[src/rtl/pulse_stretcher_pkg.sv]
// ============================================================================
// pulse_stretcher_pkg : FSM state encodings and sizing helper. Rev 1.0
// ============================================================================
`default_nettype none

package pulse_stretcher_pkg;

  typedef logic [1:0] state_t;

  localparam state_t ST_IDLE = 2'd0;
  localparam state_t ST_HIGH = 2'd1;
  localparam state_t ST_GAP  = 2'd2;

  function automatic int max_int(input int a, input int b);
    return (a > b) ? a : b;
  endfunction

endpackage

`default_nettype wire

[src/rtl/pulse_stretcher_if.sv]
// ============================================================================
// pulse_stretcher_if : event strobe in, stretched pulse and status out. Rev 1.0
// ============================================================================
`default_nettype none

interface pulse_stretcher_if #(
  parameter int MAX_PEND = 3
);

  localparam int PEND_W = $clog2(MAX_PEND + 1);

  logic              pulse_in;
  logic              level_out;
  logic              busy;
  logic [PEND_W-1:0] pending;
  logic              overflow;

  modport master (
    output pulse_in,
    input  level_out,
    input  busy,
    input  pending,
    input  overflow
  );

  modport slave (
    input  pulse_in,
    output level_out,
    output busy,
    output pending,
    output overflow
  );

endinterface

`default_nettype wire

[src/rtl/pulse_stretcher_hold_timer.sv]
// ============================================================================
// hold_timer : loadable down-counter flagging the last cycle of a phase. Rev 1.0
// ============================================================================
`default_nettype none

module hold_timer #(
  parameter int WIDTH = 3
) (
  input  logic             clk,
  input  logic             rst_n,
  input  logic             load,
  input  logic [WIDTH-1:0] load_val,
  output logic             done
);

  logic [WIDTH-1:0] count;

  // Holds at zero instead of wrapping; a phase of N cycles loads N.
  always_ff @(posedge clk or negedge rst_n) begin
    if (!rst_n) begin
      count <= '0;
    end else if (load) begin
      count <= load_val;
    end else if (count != '0) begin
      count <= count - WIDTH'(1);
    end
  end

  assign done = (count == WIDTH'(1));

endmodule

`default_nettype wire

[src/rtl/pulse_stretcher.sv]
// ============================================================================
// pulse_stretcher : stretches event strobes into fixed-width, spaced pulses. Rev 1.0
// ============================================================================
`default_nettype none

module pulse_stretcher
  import pulse_stretcher_pkg::*;
#(
  parameter int HIGH_CYCLES = 4,
  parameter int GAP_CYCLES  = 2,
  parameter int MAX_PEND    = 3
) (
  input  logic                    clk,
  input  logic                    rst_n,
  pulse_stretcher_if.slave        bus
);

  localparam int PEND_W = $clog2(MAX_PEND + 1);
  localparam int TMR_W  = $clog2(max_int(HIGH_CYCLES, GAP_CYCLES) + 1);

  localparam logic [PEND_W-1:0] PEND_MAX  = PEND_W'(MAX_PEND);
  localparam logic [TMR_W-1:0]  HIGH_LOAD = TMR_W'(HIGH_CYCLES);
  localparam logic [TMR_W-1:0]  GAP_LOAD  = TMR_W'(GAP_CYCLES);

  state_t            state, state_nxt;
  logic [PEND_W-1:0] pending, pending_nxt;
  logic              level, busy, overflow, overflow_nxt;
  logic              timer_load, timer_done;
  logic [TMR_W-1:0]  timer_val;
  logic              inc, dec;

  hold_timer #(.WIDTH(TMR_W)) u_hold_timer (
    .clk      (clk),
    .rst_n    (rst_n),
    .load     (timer_load),
    .load_val (timer_val),
    .done     (timer_done)
  );

  always_comb begin
    state_nxt    = state;
    timer_load   = 1'b0;
    timer_val    = '0;
    inc          = bus.pulse_in && (state != ST_IDLE);
    // An event arriving on the last gap cycle is consumed by that same transition.
    dec          = (state == ST_GAP) && timer_done && ((pending != '0) || bus.pulse_in);
    case (state)
      ST_IDLE: begin
        if (bus.pulse_in) begin
          state_nxt  = ST_HIGH;
          timer_load = 1'b1;
          timer_val  = HIGH_LOAD;
        end
      end
      ST_HIGH: begin
        if (timer_done) begin
          state_nxt  = ST_GAP;
          timer_load = 1'b1;
          timer_val  = GAP_LOAD;
        end
      end
      ST_GAP: begin
        if (timer_done) begin
          timer_load = 1'b1;
          if (dec) begin
            state_nxt = ST_HIGH;
            timer_val = HIGH_LOAD;
          end else begin
            state_nxt = ST_IDLE;
          end
        end
      end
      default: state_nxt = ST_IDLE;
    endcase

    pending_nxt  = pending;
    overflow_nxt = 1'b0;
    if (inc && !dec) begin
      if (pending == PEND_MAX) begin
        overflow_nxt = 1'b1;
      end else begin
        pending_nxt = pending + PEND_W'(1);
      end
    end else if (dec && !inc) begin
      pending_nxt = pending - PEND_W'(1);
    end
  end

  always_ff @(posedge clk or negedge rst_n) begin
    if (!rst_n) begin
      state    <= ST_IDLE;
      pending  <= '0;
      level    <= 1'b0;
      busy     <= 1'b0;
      overflow <= 1'b0;
    end else begin
      state    <= state_nxt;
      pending  <= pending_nxt;
      level    <= (state_nxt == ST_HIGH);
      busy     <= (state_nxt != ST_IDLE);
      overflow <= overflow_nxt;
    end
  end

  assign bus.level_out = level;
  assign bus.busy      = busy;
  assign bus.pending   = pending;
  assign bus.overflow  = overflow;

endmodule

`default_nettype wire

[src/flat_wrapper.sv]
// flat-port wrapper written by rule: the top's interface ports become plain ports
module pulse_stretcher_flat import pulse_stretcher_pkg::*;
#(
  parameter int HIGH_CYCLES = 4,
  parameter int GAP_CYCLES  = 2,
  parameter int MAX_PEND    = 3
)
  (clk, rst_n, bus_pulse_in, bus_level_out, bus_busy, bus_pending, bus_overflow);
  pulse_stretcher_if #(.MAX_PEND(MAX_PEND)) bus_i ();
  input  logic clk;
  input  logic rst_n;
  input wire logic [$bits(bus_i.pulse_in)-1:0] bus_pulse_in;
  output wire logic [$bits(bus_i.level_out)-1:0] bus_level_out;
  output wire logic [$bits(bus_i.busy)-1:0] bus_busy;
  output wire logic [$bits(bus_i.pending)-1:0] bus_pending;
  output wire logic [$bits(bus_i.overflow)-1:0] bus_overflow;
  assign bus_i.pulse_in = bus_pulse_in;
  assign bus_level_out = bus_i.level_out;
  assign bus_busy = bus_i.busy;
  assign bus_pending = bus_i.pending;
  assign bus_overflow = bus_i.overflow;
  pulse_stretcher #(.HIGH_CYCLES(HIGH_CYCLES), .GAP_CYCLES(GAP_CYCLES), .MAX_PEND(MAX_PEND)) u_core (.clk(clk), .rst_n(rst_n), .bus(bus_i));
endmodule
[config.mk]
export PLATFORM = sky130hd
export DESIGN_NAME = pulse_stretcher_flat
export DESIGN_NICKNAME = d
export VERILOG_FILES = /design/src/rtl/pulse_stretcher_pkg.sv /design/src/rtl/pulse_stretcher_if.sv /design/src/rtl/pulse_stretcher_hold_timer.sv /design/src/rtl/pulse_stretcher.sv /design/src/flat_wrapper.sv
export SDC_FILE = /design/constraint.sdc
export NUM_CORES = 1
export LEC_CHECK = 0
export CAP_MARGIN = 20
export CORE_MARGIN = 2
export CORE_UTILIZATION = 30
export CTS_CLUSTER_SIZE = 25
export DETAILED_ROUTE_END_ITERATION = 7
export PLACE_DENSITY = 0.56
export SKIP_LAST_GASP = 1
export SYNTH_ARGS = -nofsm -noshare
export SYNTH_HDL_FRONTEND = slang
export SYNTH_SLANG_ARGS = --single-unit
[constraint.sdc]
create_clock -name clk -period 1.5 [get_ports clk]
set_clock_uncertainty 0.05 [all_clocks]
set_input_delay 0.225 -clock clk [delete_from_list [all_inputs] [get_ports clk]]
set_output_delay 0.225 -clock clk [all_outputs]
set_load 0.02 [all_outputs]
==> results of run 1 <==
-- metrics by stage --
| stage | setup slack [ps] | hold slack, ps |
|---|---|---|
| floorplan | 74.9 | -121 |
| global placement | -49.3 | 528 |
| detailed placement | -76.0 | 530 |
| CTS | 11.5 | 239 |
| global route | -12.8 | 257 |
| finish | 59.8 | 216 |
-- power groups by stage --
stage	clock (mW)	combinational, mW	sequential, mW
2_1_floorplan	0	0.532	0.509
6_report	0.245	1.03	0.450
3_5_place_dp	0	0.952	0.450
3_3_place_gp	0	0.954	0.448
5_1_grt	0.270	1.16	0.462
4_1_cts	0.253	0.953	0.445
-- routing by layer --
layer | wire, um | up-vias
li1 | - | 261
met1 | 511 | 228
met2 | 603 | 12
met3 | 66 | 2
met4 | 14 | 0
met5 | 0 | -
-- how the worst min path moves through the flow --
stage	endpoint	cells past startpoint
finish	u_core.u_hold_timer.count[2]	1
global route	u_core.bus.pending[1]	1
CTS	u_core.bus.pending[1]	1
detailed placement	u_core.bus.pending[1]	1
global placement	u_core.bus.pending[1]	1
floorplan	u_core.bus.busy	0
-- logic make-up (layout without fill, tap and decap cells) --
group                    Yosys count  in the layout  synth area share (%)
AO/OA/AOI/OAI                     14             14                  15.2
flip-flops                        10             10                  40.5
XOR/XNOR                           1              1                  1.42
multiplexers                       3              3                  4.86
AND/OR/NAND/NOR                   22             22                  20.2
adder cells (fa/ha/maj)            7              7                  14.2
buffers and inverters              6             28                  3.64
-- layout by cell type, fill, tap and decap left out, types with 2 or more instances in the layout --
cell	Yosys	routed
ha_2	0	2
a21oi_1	6	4
clkbuf_4	0	3
dfrtp_1	10	10
nand2b_1	3	3
inv_1	6	5
nor3_2	0	2
a21oi_2	1	2
nor2_1	5	4
nand2_1	6	6
dlymetal6s2s_1	0	3
mux2i_1	3	3
buf_4	0	10
clkdlybuf4s50_1	0	2
ha_1	7	5
dlygate4sd2_1	0	2
-- what timing repair did --
action                     in CTS  in global routing
pin swaps                       0                  5
resized for setup               2                 15
buffers inserted                0                  1
setup endpoints to repair       2                 11
-- worst register-to-register path, stage by stage (launching register included) --
cell	delay (ps)
dfrtp_1	400
inv_1	90
ha_1	180
nand2_1	90
or4_1	480
o211ai_1	90
-- cell type report --
class / count / area share (%)
Multi-Input combinational cell: 47 / 43.6
Tap cell: 27 / 3.78
Timing Repair Buffer: 18 / 18.1
Sequential cell: 10 / 28.0
Clock buffer: 4 / 4.06
Inverter: 6 / 2.52
-- state kept, by name, summed over array words and instances (netlist names) --
signal	cells
u_core.bus.pending	2
u_core.u_hold_timer.count	3
u_core.bus.level_out	1
u_core.bus.overflow	1
u_core.bus.busy	1
u_core.state	2
==> impl_results.md, run 1 <==
- Max clock buf depth: 2
- Setup TNS: 0 ps
- Grt met3 use: 5.83%
- Crit. Startpoint: u_core.state[1]
- Detailed placement HPWL: 910 um
- Core ar.: 1960 um^2
- Crit path cell chain: inv_1 -> ha_1 -> nand2_1 -> or4_1 -> o211ai_1
- CP peak stage delay: 480 ps
- Core Rows: 16
- Slowest cell on crit path: or4_1
- Post-synth net total: 73
- WS Path Type: register to register
- Hold Buf Count CTS: 0
- Slew HR: 69.2%
- Clk sinks: 10
- Pins Over Slew Limit: 0
- Top post-synthesis cells by count: dfrtp_1 (10), ha_1 (7), a21oi_1 (6), inv_1 (6), nand2_1 (6)
- Fin cells: 112
- Die area: 2440 um^2
- Flop-to-flop setup slack: 60 ps
- Detailed Route WL: 1.20 mm
- Fmax: 0.694 GHz
- # H-tree levels: 1
- Initial DRC count: 5
- Nets: 96
- Grt total ovfl: 0
- Die Ht: 49.4 um
- Placed inst area: 797 um^2
- P&R area growth vs syn: 44.5%
- Outcome: completed
- Crit path capture: u_core.bus.pending[1]
- Final Hold Viols: 0
- Gr usage total: 10.9%
- Final min period: 1440 ps
- Ys flop type: dfrtp_1
- Routability Congestion: 0.721
- 1st-pass router iterations: 4
- Storage cell area: 250 um^2
- P_sw: 0.664 mW
- GRT Max-Usage Layer: met2
- Routing usage on met2: 18.5%
- WP depth: 5
- PwrDens: 1930 nW/um^2
- Async S/R FF share, synth: 100%
- First-pass GRT wire length: 1.97 mm
- Num CTS Buffers: 3
- Root buffer cell: clkbuf_4
- Worst path top cell family by delay: simple AND/OR/NAND/NOR gates
- Number of global-route vias before repair: 494
- Max-capacitance violation count: 0
- # setup viols final: 0
- Area of the multi-input gates: 389 um^2
- Top-count cell post-synth: dfrtp_1
- Design area: 893 um^2
- Max VDD drop: 0.971 mV
- Logic pwr share: 59.7%
- Crit end category: register
- Fillers: 200
- Final Power: 1.72 mW
- IO Count: 8
- Area leader, netlist: dfrtp_1
- Yosys top cell area share: 40.5%
- Netlist cell types: 23
- Slew @ Worst Pin: 461 ps
- Vias per cell: 4.49
- Share of post-route cells with drive strength above 1: 34.1%
- Post-synthesis instance area: 618 um^2
- Post-Synthesis Cells: 63
- Leading post-synthesis cells by cell area: dfrtp_1 (40%), ha_1 (14%), a21oi_1 (4.9%)
- Seq pwr share: 26.1%
- Period utilization: 96.0%
- DIE WIDTH: 49.4 um
- Post-Syn Area per Cell: 9.81 um^2
- Clock network fraction of total power: 14.2%
- Largest net degree at the start of global routing: 11
- Initial core utilization: 31.5%
- DRC: 0
- DR WL/cell: 10.7 um
- Worst EP arrival: 1580 ps
- Worst r2r src: u_core.state[1]
- Sequential area share after synthesis: 40.5%
- LEAKAGE: 0.454 nW
- I/O Buffers: 7
- Number of flops mapped to enable cells by yosys: 0
- Synth Register Bits: 10
- CP Data Required Time: 1640 ps
- GRT met1 Usage: 11.8%
- R2R cell count: 5
- Hold crit path type: input pin to asynchronous set/reset pin
- CTS tree: done
- Sw Share: 38.5%
- Antenna Cells: 0
- CP Launch Type: register
- Initial antenna violation count: 0
- Internal power: 1.06 mW
- Placed Cells: 107
- Routed Antenna Nets: 0
- Crit path buf inv count: 1
- Util after Layout: 45.5%
- Vias: 503
- Peak fanout along the critical path: 3
- R2r endpoint: u_core.bus.pending[1]
- YS warnings: 0
- Clock transition at the registers of the reported paths: 70 ps
- Worst-Skew Late Latency: 270 ps
(Power assumes the default switching activity.)
==> inputs of run 2 (changes only) <==
--- a/config.mk
+++ b/config.mk
@@ -8,9 +8,9 @@
 export CAP_MARGIN = 20
 export CORE_MARGIN = 2
 export CORE_UTILIZATION = 30
+export CTS_BUF_LIST = sky130_fd_sc_hd__clkbuf_16
 export CTS_CLUSTER_SIZE = 25
 export DETAILED_ROUTE_END_ITERATION = 7
-export PLACE_DENSITY = 0.56
 export SKIP_LAST_GASP = 1
 export SYNTH_ARGS = -nofsm -noshare
 export SYNTH_HDL_FRONTEND = slang
==> impl_results.md, run 2 (synthesis results as in run 1) <==
- Routability Congestion: 0.774
- WS Path Type: input pin to register
- Share of post-route cells with drive strength above 1: 34.9%
- LEAKAGE: 0.426 nW
- Vias: 511
- CP Launch Type: input pin
- Gr usage total: 10.9%
- Nets: 94
- CP Data Required Time: 1560 ps
- Num CTS Buffers: 3
- DIE WIDTH: 49.4 um
- Max clock buf depth: 2
- IO Count: 8
- Antenna Cells: 0
- Worst-Skew Late Latency: 240 ps
- I/O Buffers: 7
- CTS tree: done
- Max VDD drop: 1.09 mV
- Largest Register: u_core.u_hold_timer.count
- Pins Over Slew Limit: 0
- Clock transition at the registers of the reported paths: 40 ps
- Regs by FF count: u_core.u_hold_timer.count x3, u_core.bus.pending x2, u_core.state x2
- Met2 WL post-DR: 684 um
- Root buffer cell: clkbuf_16
- Worst hold margin: 262 ps
- Final min period: 1510 ps
- P&R area growth vs syn: 50.4%
- Core ar.: 1960 um^2
- Worst EP arrival: 1560 ps
- Max-capacitance violation count: 0
- Crit end category: register
- CP peak stage delay: 490 ps
- Placed Cells: 105
- Die Ht: 49.4 um
- Peak fanout along the critical path: 4
- Period utilization: 100%
- Outcome: complete, but fails checks
- First-pass GRT wire length: 2.03 mm
- Grt total ovfl: 0
- Largest net degree at the start of global routing: 11
- Slew @ Worst Pin: 467 ps
- Fin cells: 110
- Fmax: 0.663 GHz
- Design area: 930 um^2
- Top sig layer: met3
- Routed length on met3: 73 um
- Placed inst area: 782 um^2
- Setup TNS: -7.32 ps
- Routed Antenna Nets: 0
- # H-tree levels: 1
- Most frequent cells in the layout: dfrtp_1 (10), buf_4 (9)
- Worst path top cell family by delay: compound AO/OA/AOI/OAI gates
- Crit path buf inv count: 1
- Number of global-route vias before repair: 468
- Hold crit path type: input pin to asynchronous set/reset pin
- Slowest cell on crit path: clkdlybuf4s50_1
- 1st-pass router iterations: 4
- Most common cell after layout, fill and taps aside: dfrtp_1
- Met1 wire length: 590 um
- Final setup margin: -7.32 ps
- # setup viols final: 1
- Initial DRC count: 8
- Clk sinks: 10
- Die area: 2440 um^2
- Detailed Route WL: 1.35 mm
- PwrDens: 2150 nW/um^2
- Initial core utilization: 31.5%
- DRC: 0
- Initial antenna violation count: 0
- Vias per cell: 4.65
- DR WL/cell: 12.3 um
- Slew HR: 68.7%
- Final Hold Viols: 0
- Core Rows: 16
- Crit path cell chain: clkdlybuf4s50_1 -> nor3_2 -> o21a_1 -> a21boi_2 -> a21oi_1
- Failing checks: negative setup slack
- Max reg flops: 3
- Detailed placement HPWL: 939 um
[run 2: through the flow]
stage | util, % | setup slack, ps | total power [mW]
floorplan | - | 74.9 | 1.04
finish | 47.4 | -7.32 | 2.00
CTS | 44.2 | 14.5 | 1.89
global placement | 39.9 | -65.3 | 1.39
global route | 47.4 | -57.3 | 2.13
detailed placement | 39.9 | -80.2 | 1.40
[run 2: where the power goes]
| part | leakage (nW) | total (mW) | switching, mW | internal, mW |
|---|---|---|---|---|
| Clock | 0.0385 | 0.471 | 0.122 | 0.349 |
| Sequential | 0.116 | 0.453 | 0.0689 | 0.384 |
| Combinational | 0.271 | 1.07 | 0.542 | 0.531 |
| Total | 0.426 | 2.00 | 0.733 | 1.26 |
[run 2: worst reg2reg max path: cells and delay by family, from the launching register on]
kind	cells	cell delay (ps)
compound gates	3	530
flops	1	380
fa+ha+maj	1	170
buf+inv	1	140
simple gates	1	100
[run 2: timing repair]
item,4_1_cts,5_1_grt
setup endpoints to repair,3,7
gates resized for setup,4,13
setup buffers,0,1
pin swaps,0,5
hold buffers,0,0
[run 2: per-layer routing]
layer | vias to the layer above | GRT usage, %
met1 | 244 | 13.6
met2 | 10 | 17.1
met5 | - | 0
met3 | 0 | 4.91
li1 | 257 | -
met4 | 0 | 2.78
[run 2: area by class of cell]
cell class	instances	area [um^2]
clock buffers	3	75.1
multi-input cells	47	409
clock inverters	1	3.75
well taps	27	33.8
fillers	203	1030
inverters	6	22.5
repair buffers	16	135
flip-flops and latches	10	250
[run 2: path summary, 6_finish.rpt]
check	end	slack, ps	cells after the start	startpoint
worst max-delay path	u_core.bus.busy	-7	5	bus_pulse_in
max in group asynchronous	u_core.state[1]	810	1	rst_n
worst max register to register	u_core.bus.busy	10	6	u_core.state[1]
worst min-delay path	u_core.bus.pending[0]	260	1	rst_n
min in group clk	u_core.u_hold_timer.count[1]	550	2	u_core.u_hold_timer.count[1]
worst min register to register	u_core.u_hold_timer.count[1]	550	2	u_core.u_hold_timer.count[1]
==> inputs of run 3 (changes only) <==
--- a/config.mk
+++ b/config.mk
@@ -6,12 +6,15 @@
 export NUM_CORES = 1
 export LEC_CHECK = 0
 export CAP_MARGIN = 20
+export CORE_ASPECT_RATIO = 1.75
 export CORE_MARGIN = 2
 export CORE_UTILIZATION = 30
 export CTS_BUF_LIST = sky130_fd_sc_hd__clkbuf_16
 export CTS_CLUSTER_SIZE = 25
 export DETAILED_ROUTE_END_ITERATION = 7
 export SKIP_LAST_GASP = 1
+export SLEW_MARGIN = 40
 export SYNTH_ARGS = -nofsm -noshare
 export SYNTH_HDL_FRONTEND = slang
+export SYNTH_HIERARCHICAL = 1
 export SYNTH_SLANG_ARGS = --single-unit
==> impl_results.md, run 3 <==
- Clk sinks: 10
- Vias per cell: 5.08
- Root buffer cell: clkbuf_16
- Simple-gate share of the synthesized area: 28.6%
- P_sw: 0.871 mW
- # setup viols final: 9
- Core Rows: 23
- Largest net degree at the start of global routing: 11
- Sequential area share after synthesis: 34.7%
- Storage cell area: 250 um^2
- R2r endpoint: u_core/bus.level_out
- Area of the multi-input gates: 534 um^2
- XOR/XNOR Fraction of Synth Area: 0%
- Vias: 665
- Routability Congestion: 0.810
- Die area: 2830 um^2
- Hold Buf Count CTS: 0
- Initial core utilization: 31.7%
- Clock network fraction of total power: 19.7%
- # H-tree levels: 1
- DIE WIDTH: 41.1 um
- Yosys top cell area share: 34.7%
- Logic pwr share: 61.7%
- I/O Buffers: 7
- Worst r2r src: u_core/u_hold_timer/count[1]
- Max clock buf depth: 2
- DRC: 0
- First-pass GRT wire length: 2.86 mm
- Fin cells: 131
- WS Path Type: register to register
- Sw Share: 36.4%
- Detailed placement HPWL: 1.23 mm
- Seq pwr share: 18.6%
- Nets: 118
- Failing checks: negative setup slack
- 1st-pass router iterations: 3
- Num CTS Buffers: 3
- CP Launch Type: register
- IO Count: 8
- Synth Area in Compound Gates: 17.7%
- Largest family of logic cells by synthesized area: simple AND/OR/NAND/NOR gates
- LEAKAGE: 0.520 nW
- Most common cell after layout, fill and taps aside: buf_4
- Initial DRC count: 2
- Async S/R FF share, synth: 100%
- Antenna Cells: 0
- Initial antenna violation count: 0
- Crit end category: register
- Area leader, netlist: dfrtp_1
- Top-count cell post-synth: dfrtp_1
- Fillers: 216
- Synth Area in Adders: 12.2%
- Multiplexer area fraction after synthesis: 0%
- R2R cell count: 6
- Gr usage total: 15.2%
- DR WL/cell: 13.9 um
- Max reg flops: 3
- Period utilization: 119%
- Ys flop type: dfrtp_1
- CP Data Required Time: 1600 ps
- Flop-to-flop setup slack: -280 ps
- Number of global-route vias before repair: 722
- Pins Over Slew Limit: 0
- Netlist cell types: 36
- Worst-Skew Late Latency: 240 ps
- Unrepaired setup endpoints after global routing: yes
- PwrDens: 2060 nW/um^2
- Number of flops mapped to enable cells by yosys: 0
- Regs by FF count: u_core/u_hold_timer/count x3, u_core/bus.pending x2, u_core/state x2
- Routed Antenna Nets: 0
- Final Power: 2.39 mW
- Post-synth net total: 85
- Placed Cells: 122
- Die Ht: 68.8 um
- Internal power: 1.52 mW
- Fmax: 0.561 GHz
- Max VDD drop: 1.15 mV
- Top post-synthesis cells by count: dfrtp_1 (10), inv_1 (9), ha_1 (7)
- Worst hold margin: 262 ps
- Clock transition at the registers of the reported paths: 40 ps
- P&R area growth vs syn: 61.1%
- Synth Register Bits: 10
- YS warnings: 6
- Core ar.: 2270 um^2
- Hold crit path type: input pin to asynchronous set/reset pin
- Outcome: complete, but fails checks
- Detailed Route WL: 1.82 mm
- Max-capacitance violation count: 0
- Most frequent cells in the layout: buf_4 (21), dfrtp_1 (10), inv_1 (8)
- Peak fanout along the critical path: 5
- Leading post-synthesis cells by cell area: dfrtp_1 (35%), ha_1 (12%), nor2b_1 (5.2%)
- Final setup margin: -283 ps
- CTS tree: done
- Share of post-route cells with drive strength above 1: 46.2%
- Post-Syn Area per Cell: 9.61 um^2
- Final Hold Viols: 0
- Final min period: 1780 ps
- Post-synthesis instance area: 721 um^2
- Worst EP arrival: 1880 ps
- Grt total ovfl: 0
- Largest Register: u_core/u_hold_timer/count
- Post-Synthesis Cells: 75
run 3: cell count changes after synthesis, sizes merged, moves of 3 or more:
cell   delta
nor2      -3
mux2i     -3
nor2b     +6
inv       +3
nand2     -3
a21oi     -4
run 3: per-layer routing:
metal  global-route usage (%)  vias up  part of all wire [%]
met2                     25.0       15                    56
met5                        0        -                     0
li1                         -      330                     -
met1                     16.0      312                    35
met3                     3.85        8                   3.5
met4                     10.0        0                   4.8
run 3: cell families (layout without fill, tap and decap cells):
family / after synthesis / after routing
adder cells (fa/ha/maj): 7 / 7
AO/OA/AOI/OAI: 17 / 17
AND/OR/NAND/NOR: 30 / 30
buffers and inverters: 10 / 41
other: 1 / 1
flip-flops: 10 / 10
run 3: area by class of cell:
| class | instances | area share [%] |
|---|---|---|
| tap | 25 | 2.69 |
| inverter | 9 | 2.91 |
| multi-input combinational | 55 | 46.0 |
| clock buffer | 3 | 6.47 |
| sequential | 10 | 21.6 |
| timing repair buffer | 29 | 20.4 |
run 3: how the worst max path moves through the flow:
| stage | start | end | depth (start not counted) |
|---|---|---|---|
| after floorplan | u_core/u_hold_timer/count[0] | u_core/bus.level_out | 5 |
| after global placement | u_core/u_hold_timer/count[0] | u_core/bus.level_out | 5 |
| after detailed placement | u_core/u_hold_timer/count[0] | u_core/bus.level_out | 5 |
| after CTS | u_core/u_hold_timer/count[0] | u_core/bus.level_out | 5 |
| after global routing | u_core/u_hold_timer/count[1] | u_core/bus.level_out | 6 |
| final | u_core/u_hold_timer/count[1] | u_core/bus.level_out | 6 |
run 3: power groups by stage:
stage                     combinational [mW]  clock [mW]  sequential, mW
after floorplan                        0.640           0           0.517
after CTS                               1.29       0.473           0.441
final                                   1.47       0.472           0.445
after detailed placement                1.15           0           0.448
after global placement                  1.12           0           0.444
after global routing                    1.60       0.497           0.460
run 3: stage by stage:
step                setup WS [ps]  utilization, %  cell area [um^2]  TNS [ps]
floorplan                    -213               -               733      -527
global placement             -252            41.5               943     -1240
detailed placement           -264            41.5               943     -1370
CTS                          -244            47.6              1080     -1220
global route                 -351            51.1              1160     -2260
finish                       -283            51.1              1160     -1620
run 3: worst max-delay path, stage by stage, from the launching register on:
cell	delay, ps
dfrtp_1	370
inv_1	70
ha_2	160
and2b_2	210
nor2b_1	130
or4_4	440
a221oi_2	260
run 3: what timing repair did:
| action | in CTS | in global routing |
|---|---|---|
| endpoints found under the setup margin | 12 | 10 |
| pin swaps | 10 | 5 |
| setup buffers | 5 | 1 |
| resized for setup | 10 | 15 |
